[src/rtl/mips_rf_writeback_arbiter.sv]
// Merges the non-stallable ALU writeback (A) with buffered long-latency results (B)
// onto the register file's single write port, and tracks pending B writes for hazards.
module mips_rf_writeback_arbiter #(
    parameter int Data_Width   = 32,
    parameter int Addr_Width   = 5,
    parameter int FIFO_Depth   = 4,
    parameter int Starve_Limit = 8
) (
    input  logic                          clk,
    input  logic                          rst,
    input  logic                          a_valid,
    input  logic [Addr_Width-1:0]         a_addr,
    input  logic [Data_Width-1:0]         a_data,
    input  logic                          b_valid,
    output logic                          b_ready,
    input  logic [Addr_Width-1:0]         b_addr,
    input  logic [Data_Width-1:0]         b_data,
    input  logic [Addr_Width-1:0]         q_addr,
    output logic                          q_hit,
    output logic [$clog2(FIFO_Depth):0]   pend_cnt,
    output logic                          stall_req,
    output logic                          wen,
    output logic [Addr_Width-1:0]         WA,
    output logic [Data_Width-1:0]         WD
);

    localparam int PW = $clog2(FIFO_Depth);
    localparam int CW = PW + 1;
    localparam int SW = $clog2(Starve_Limit + 1);

    // Handshake: a B transfer happens on a rising edge where b_valid && b_ready;
    // b_ready depends only on the registered occupancy, never on this cycle's pop.

    logic [Addr_Width-1:0] addr_mem [FIFO_Depth];
    logic [Data_Width-1:0] data_mem [FIFO_Depth];
    logic [PW-1:0]         wr_ptr, rd_ptr;
    logic [CW-1:0]         cnt;
    logic [SW-1:0]         starve;
    logic                  full, empty, push, pop;
    logic                  grant_valid;
    logic [Addr_Width-1:0] grant_addr;
    logic [Data_Width-1:0] grant_data;
    logic                  hit;
    logic [PW-1:0]         offset;

    assign full     = (cnt == CW'(FIFO_Depth));
    assign empty    = (cnt == '0);
    assign b_ready  = !rst && !full;
    assign push     = b_valid && b_ready;
    assign pop      = !a_valid && !empty;
    assign pend_cnt = cnt;

    always_comb begin
        grant_valid = 1'b0;
        grant_addr  = '0;
        grant_data  = '0;
        if (a_valid) begin
            grant_valid = 1'b1;
            grant_addr  = a_addr;
            grant_data  = a_data;
        end else if (pop) begin
            grant_valid = 1'b1;
            grant_addr  = addr_mem[rd_ptr];
            grant_data  = data_mem[rd_ptr];
        end
    end

    // An entry is live when its distance from the read pointer is below the occupancy.
    always_comb begin
        hit    = 1'b0;
        offset = '0;
        for (int i = 0; i < FIFO_Depth; i++) begin
            offset = PW'(i) - rd_ptr;
            if ((CW'(offset) < cnt) && (addr_mem[i] == q_addr)) hit = 1'b1;
        end
        q_hit = hit && (q_addr != '0);
    end

    always_ff @(posedge clk) begin
        if (push) begin
            addr_mem[wr_ptr] <= b_addr;
            data_mem[wr_ptr] <= b_data;
        end
    end

    always_ff @(posedge clk or posedge rst) begin
        if (rst) begin
            wr_ptr <= '0;
            rd_ptr <= '0;
            cnt    <= '0;
        end else begin
            if (push) wr_ptr <= wr_ptr + 1'b1;
            if (pop)  rd_ptr <= rd_ptr + 1'b1;
            case ({push, pop})
                2'b10:   cnt <= cnt + 1'b1;
                2'b01:   cnt <= cnt - 1'b1;
                default: cnt <= cnt;
            endcase
        end
    end

    always_ff @(posedge clk or posedge rst) begin
        if (rst) begin
            starve    <= '0;
            stall_req <= 1'b0;
        end else begin
            if (empty || pop)
                starve <= '0;
            else if (starve != SW'(Starve_Limit))
                starve <= starve + 1'b1;
            stall_req <= (starve == SW'(Starve_Limit));
        end
    end

    // Writes to r0 are consumed but suppressed; WA/WD keep the last real write.
    always_ff @(posedge clk or posedge rst) begin
        if (rst) begin
            wen <= 1'b0;
            WA  <= '0;
            WD  <= '0;
        end else begin
            wen <= grant_valid && (grant_addr != '0);
            if (grant_valid && (grant_addr != '0)) begin
                WA <= grant_addr;
                WD <= grant_data;
            end
        end
    end

endmodule

[config.mk]
export PLATFORM = sky130hd
export DESIGN_NAME = mips_rf_writeback_arbiter
export DESIGN_NICKNAME = d
export VERILOG_FILES = /design/src/rtl/mips_rf_writeback_arbiter.sv
export SDC_FILE = /design/constraint.sdc
export NUM_CORES = 1
export LEC_CHECK = 0
export BUFFER_PORTS_ARGS = -buffer_cell sky130_fd_sc_hd__buf_4
export CAP_MARGIN = 20
export CORE_AREA = 5 5 122 211
export CTS_CLUSTER_SIZE = 10
export DETAILED_ROUTE_END_ITERATION = 12
export DIE_AREA = 0 0 127 216
export GPL_ROUTABILITY_DRIVEN = 0
export GPL_TIMING_DRIVEN = 0
export PLACE_DENSITY_LB_ADDON = 0.05
export SLEW_MARGIN = 15
export SYNTH_ARGS = -nofsm -noshare
export SYNTH_HDL_FRONTEND = slang
export SYNTH_SLANG_ARGS = --single-unit
[constraint.sdc]
create_clock -name clk -period 3.3 [get_ports clk]
set_clock_uncertainty 0.2 [all_clocks]
set_input_delay 0.66 -clock clk [delete_from_list [all_inputs] [get_ports clk]]
set_output_delay 0.66 -clock clk [all_outputs]
set_load 0.02 [all_outputs]
# [Yosys cells after proc, flatten, opt, wreduce, memory -nomap -nowiden]
# Memories as Yosys holds them, arrays and structs flattened.
# Cells that the tools add are included.
[op_classes] add_sub_neg=9 order_cmp=4 eq_ne=9 mux=15 n_reduce_logical=19
[ops] cell="$mux W32" n=2
[ops] cell="$eq A5 B5 Y1" n=4
[ops] cell="$lt A2 B3 Y1" n=4
[ops] cell="$mux W5" n=2
[ops] cell="$reduce_bool A5 Y1" n=2
[ops] cell="$logic_and A1 B1 Y1" n=9
[ops] cell="$mux W1" n=8
[ops] cell="$mux W4" n=2
[ops] cell="$pmux W3 S2" n=1
[ops] cell="$add A2 B1 Y2 const B" n=2
[ops] cell="$add A4 B1 Y4 const B" n=1
[ops] cell="$eq A4 B4 Y1 const B" n=1
[ops] cell="$logic_not A1 Y1" n=4
[ops] cell="$ne A4 B4 Y1 const B" n=1
[ops] cell="$reduce_bool A2 Y1" n=2
[ops] cell="$sub A1 B2 Y2 const A" n=2
[ops] cell="$sub A2 B2 Y2 const A" n=2
[ops] cell="$add A3 B1 Y3 const B" n=1
[ops] cell="$eq A3 B3 Y1 const B" n=1
[ops] cell="$logic_not A3 Y1" n=1
[ops] cell="$sub A3 B1 Y3 const B" n=1
[ops] cell="$eq A2 B1 Y1 const B" n=1
[ops] cell="$eq A2 B2 Y1 const B" n=1
[ops] cell="$logic_or A1 B1 Y1" n=1
[word_totals] reg_bits=50 ramBits=148 input_bits=83 wordCells=66 mem_count=2
[mem_list] memory="data_mem" words=4 word_bits=32 rd=1 rd_clocked_by_memory_dff=0 wr=1 line="35" source="logic [Data_Width-1:0] data_mem [FIFO_Depth];"
[mem_list] memory="addr_mem" words=4 word_bits=5 rd=5 rd_clocked_by_memory_dff=0 wr=1 line="34" source="logic [Addr_Width-1:0] addr_mem [FIFO_Depth];"

# [Depth between registers and ports, before layout]
[logic_depth] depth_word=8 mapped_depth=10 mapped_depth_nobuf=10

# [Worst setup path after synthesis]
# Ideal clock, no wire load.
[synth_timing] path_kind="register to output" from="register rd_ptr[1]" to="output port q_hit" arrival_ps=2167 path_slack_ps=273 stages_incl_launch_ff=10 path_buffers=2 cell_sequence="dfrtp_1 buf_1 clkbuf_1 xnor2_1 inv_1 ha_1 a21oi_1 o2111ai_1 o31ai_1 o22a_1"
[synth_via] elab_chain_cells=8
[synth_rtl] item="from (decl)" line="36" source="logic [PW-1:0] wr_ptr, rd_ptr;"
[synth_rtl] item="from (signal assigned)" line="93" source="if (pop) rd_ptr <= rd_ptr + 1'b1;"
[synth_rtl] item="$sub A1 B2 Y2" line="73" source="offset = PW'(i) - rd_ptr;"
[synth_rtl] item="$lt A2 B3 Y1" line="74" source="if ((CW'(offset) < cnt) && (addr_mem[i] == q_addr)) hit = 1'b1;"
[synth_rtl] item="$logic_and A1 B1 Y1" line="74"
[synth_rtl] item="$mux W1 (3 in a row)" line="74"
[synth_rtl] item="$mux W1 (*)" line="74"
[synth_rtl] item="$logic_and A1 B1 Y1 (*)" line="76" source="q_hit = hit && (q_addr != '0);"
[synth_rtl] item="to (decl)" line="19" source="output logic q_hit,"
# Mark *: on every way between the ends. The rest lies on a longest branch, timed or not.

# [Final worst setup path]
# Ends and elaborated chain as after synthesis.

==> summary.txt <==
Status
  – Status: complete, no violations

Logic synthesis
  – Avg Cell Area, Syn: 18.9 µm²
  – Synthesized Nets: 530
  – Synth warn: 0
  – Adder-Cell Fraction of Synth Area: 1.92%
  – Simple-gate share of the synthesized area: 1.75%
  – Synth Area in Compound Gates: 5.65%
  – Ys async rst share: 25.3%
  – Post-synthesis sequential area ratio: 69.3%
  – Post-synth EDFFs: 148
  – Post-synthesis mux area share: 15.9%
  – Synth unique cells: 35
  – Largest family of logic cells by synthesized area: multiplexers
  – Post-synthesis register bit count: 198
  – Post-Syn Area: 8220 µm²
  – Post-Synth XOR/XNOR Area: 3.20%
  – Dominant synthesized flop cell: edfxtp_1
  – Synth Instances: 435

Timing
  – Fmax: 0.323 GHz
  – Unrepaired setup endpoints after global routing: false
  – Final worst setup slack: 0.204 ns
  – Setup TNS: 0 ns
  – Least-Margin Pin Slew: 0.732 ns
  – Hold Violations, Final: 0
  – Final setup viols: 0
  – Final Critical Period: 3.10 ns
  – Worst slew margin relative to its limit: 50.5%
  – Tcrit/Tclk final: 93.8%
  – Final Slew Violations: 0

CTS
  – CTS Buffer Depth: 2
  – Root Buffer: clkbuf_16
  – TritonCTS clock tree: built
  – Sink Count: 198
  – H-Tree Depth: 4
  – Worst skew pair latency: 0.44 ns
  – CTS Buf Count: 17
  – Clock Pin Slew Worst Setup and Hold Paths: 0.06 ns

Route
  – Via density: 4.80
  – DRC viols: 0
  – Detailed Route Iter0 Violations: 165
  – Routed Wire Length: 19,500 µm
  – Antenna viol nets, final: 0
  – DR pass1 iterations: 6
  – Vias: 4,314
  – WL/cell: 21.7 µm

Hold path
  – HP Class: primary input to async pin

Pwr
  – VDD IR-drop max: 0.000524 V
  – P per Cell Area: 807 nW/µm²
  – Lkg Pwr: 0.00390 µW

Worst setup path
  – CP startpoint: rd_ptr[1]$_DFFE_PP0P_
  – Reg-to-Reg Start: pend_cnt[2]$_DFFE_PP0P_
  – CP max FO: 19
  – Crit path kind: register to output port
  – Worst r2r path cells: 10
  – Endpoint class of the critical path: output port
  – CP startpoint kind: register
  – Data required time of the critical path: 2.44 ns
  – Arr. time, crit path: 2.24 ns

Final layout
  – Most frequent cells in the layout: edfxtp_1, buf_4, dfrtp_1, mux4_2, a22o_1
  – Fill count: 2,209
  – Commonest non-fill, non-tap cell in the layout: edfxtp_1
  – Synthesis-to-finish area growth: 23.9%
  – Diodes inserted: 0
  – Nets: 673
  – Share of cells above drive strength 1: 40.3%

Placement
  – Post-place setup slack: -0.635 ns
  – Number of port buffers: 121
  – HPWL Detailed: 13,500 µm

Global routing
  – Gr ovfl total: 0
  – GRT Resource Usage Total: 14.9%
  – Initial antenna violation count: 0
  – Vias in the first global route: 5,036
  – Largest net degree at the start of global routing: 51
  – Wire length of the first global-routing pass: 29,800 µm

Run
  – Max-cap violations: 0

Floorplan
  – Die Y: 216 µm
  – Core box area: 23,800 µm²
  – IO Pins: 127
  – Row cnt: 75
  – Die width: 127 µm
  – Starting Density: 34.5%
  – Die area: 27,400 µm²
final cells by class:
cell class              instances  area, µm²  share of cell area, %
plain buffers                  24        141                   1.39
clock buffers                  27        493                   4.84
clock inverters                 5       48.8                  0.479
inverters                      15       58.8                  0.578
multi-input cells             196       2360                   23.2
flip-flops and latches        198       5700                   55.9
well taps                     308        385                   3.78
repair buffers                126        996                   9.78
registers in the layout (all words and copies together), names as in the netlist:
| register | cells |
|---|---|
| wr_ptr | 2 |
| pend_cnt | 3 |
| addr_mem | 20 |
| wen | 1 |
| data_mem | 128 |
| stall_req | 1 |
| starve | 4 |
| WA | 5 |
| WD | 32 |
| rd_ptr | 2 |
Yosys cell counts (7+ instances only):
cell type | count | area [µm²]
mux2_4 | 25 | 375
xor2_1 | 14 | 123
clkbuf_1 | 16 | 60.1
ha_1 | 11 | 138
dfrtp_1 | 50 | 1250
inv_1 | 15 | 56.3
mux4_2 | 37 | 833
mux2_2 | 7 | 78.8
nor2_1 | 7 | 26.3
xnor2_1 | 16 | 140
a22o_1 | 32 | 280
edfxtp_1 | 148 | 4440
power by group:
group / internal [µW] / leakage (µW) / switching [µW] / total [µW]
sequential: 3150 / 0.00195 / 222 / 3370
combinational: 1420 / 0.00169 / 1480 / 2900
clock: 1100 / 0.000267 / 854 / 1950
repair_timing:
action                     CTS  global route
hold buffers                 0             0
resized for setup           12             3
setup endpoints to repair    2             2
buffers inserted             1             0
worst paths after layout:
kind | endpoint | slack (ns)
min in group clk | data_mem[3][4]$_DFFE_PP_ | 0.21
max reg2reg | pend_cnt[2]$_DFFE_PP0P_ | 0.40
min | pend_cnt[1]$_DFFE_PP0P_ | 0.15
min reg2reg | WD[24]$_DFFE_PP0P_ | 0.31
max | q_hit | 0.20
max in group asynchronous | rd_ptr[1]$_DFFE_PP0P_ | 2.22
per-stage QoR:
stage	hold slack (ns)	cells	instance area, µm²	total power (µW)	util [%]
after global routing	0.186	899	10200	8700	42.7
after detailed placement	0.294	868	9600	6350	40.3
after floorplan	0.303	435	8220	5260	-
after CTS	0.176	900	10200	8420	42.8
final	0.154	899	10200	8220	42.7
after global placement	0.297	864	9510	6270	39.9
metal layers:
layer	track usage (%)	up-vias	routed length, µm
met2	27.7	90	11200
li1	-	1992	-
met1	16.0	2220	7140
met3	4.55	12	911
met5	0	-	0
met4	4.51	0	249
kinds of logic after synthesis:
family          after synthesis
fa+ha+maj                    12
compound gates               56
simple gates                 27
flops                       198
mux                          71
xor+xnor                     30
buf+inv                      41
worst max-delay path, cell delays in order (launching register included):
cell and delay (ns):
dfrtp_2 0.43, buf_12 0.18, xnor2_4 0.16, inv_1 0.06, ha_1 0.27, a21oi_1 0.06
o2111ai_1 0.16, o31ai_1 0.10, o22a_1 0.22, buf_4 0.16
No activity file was read; power rests on OpenSTA's default activity.
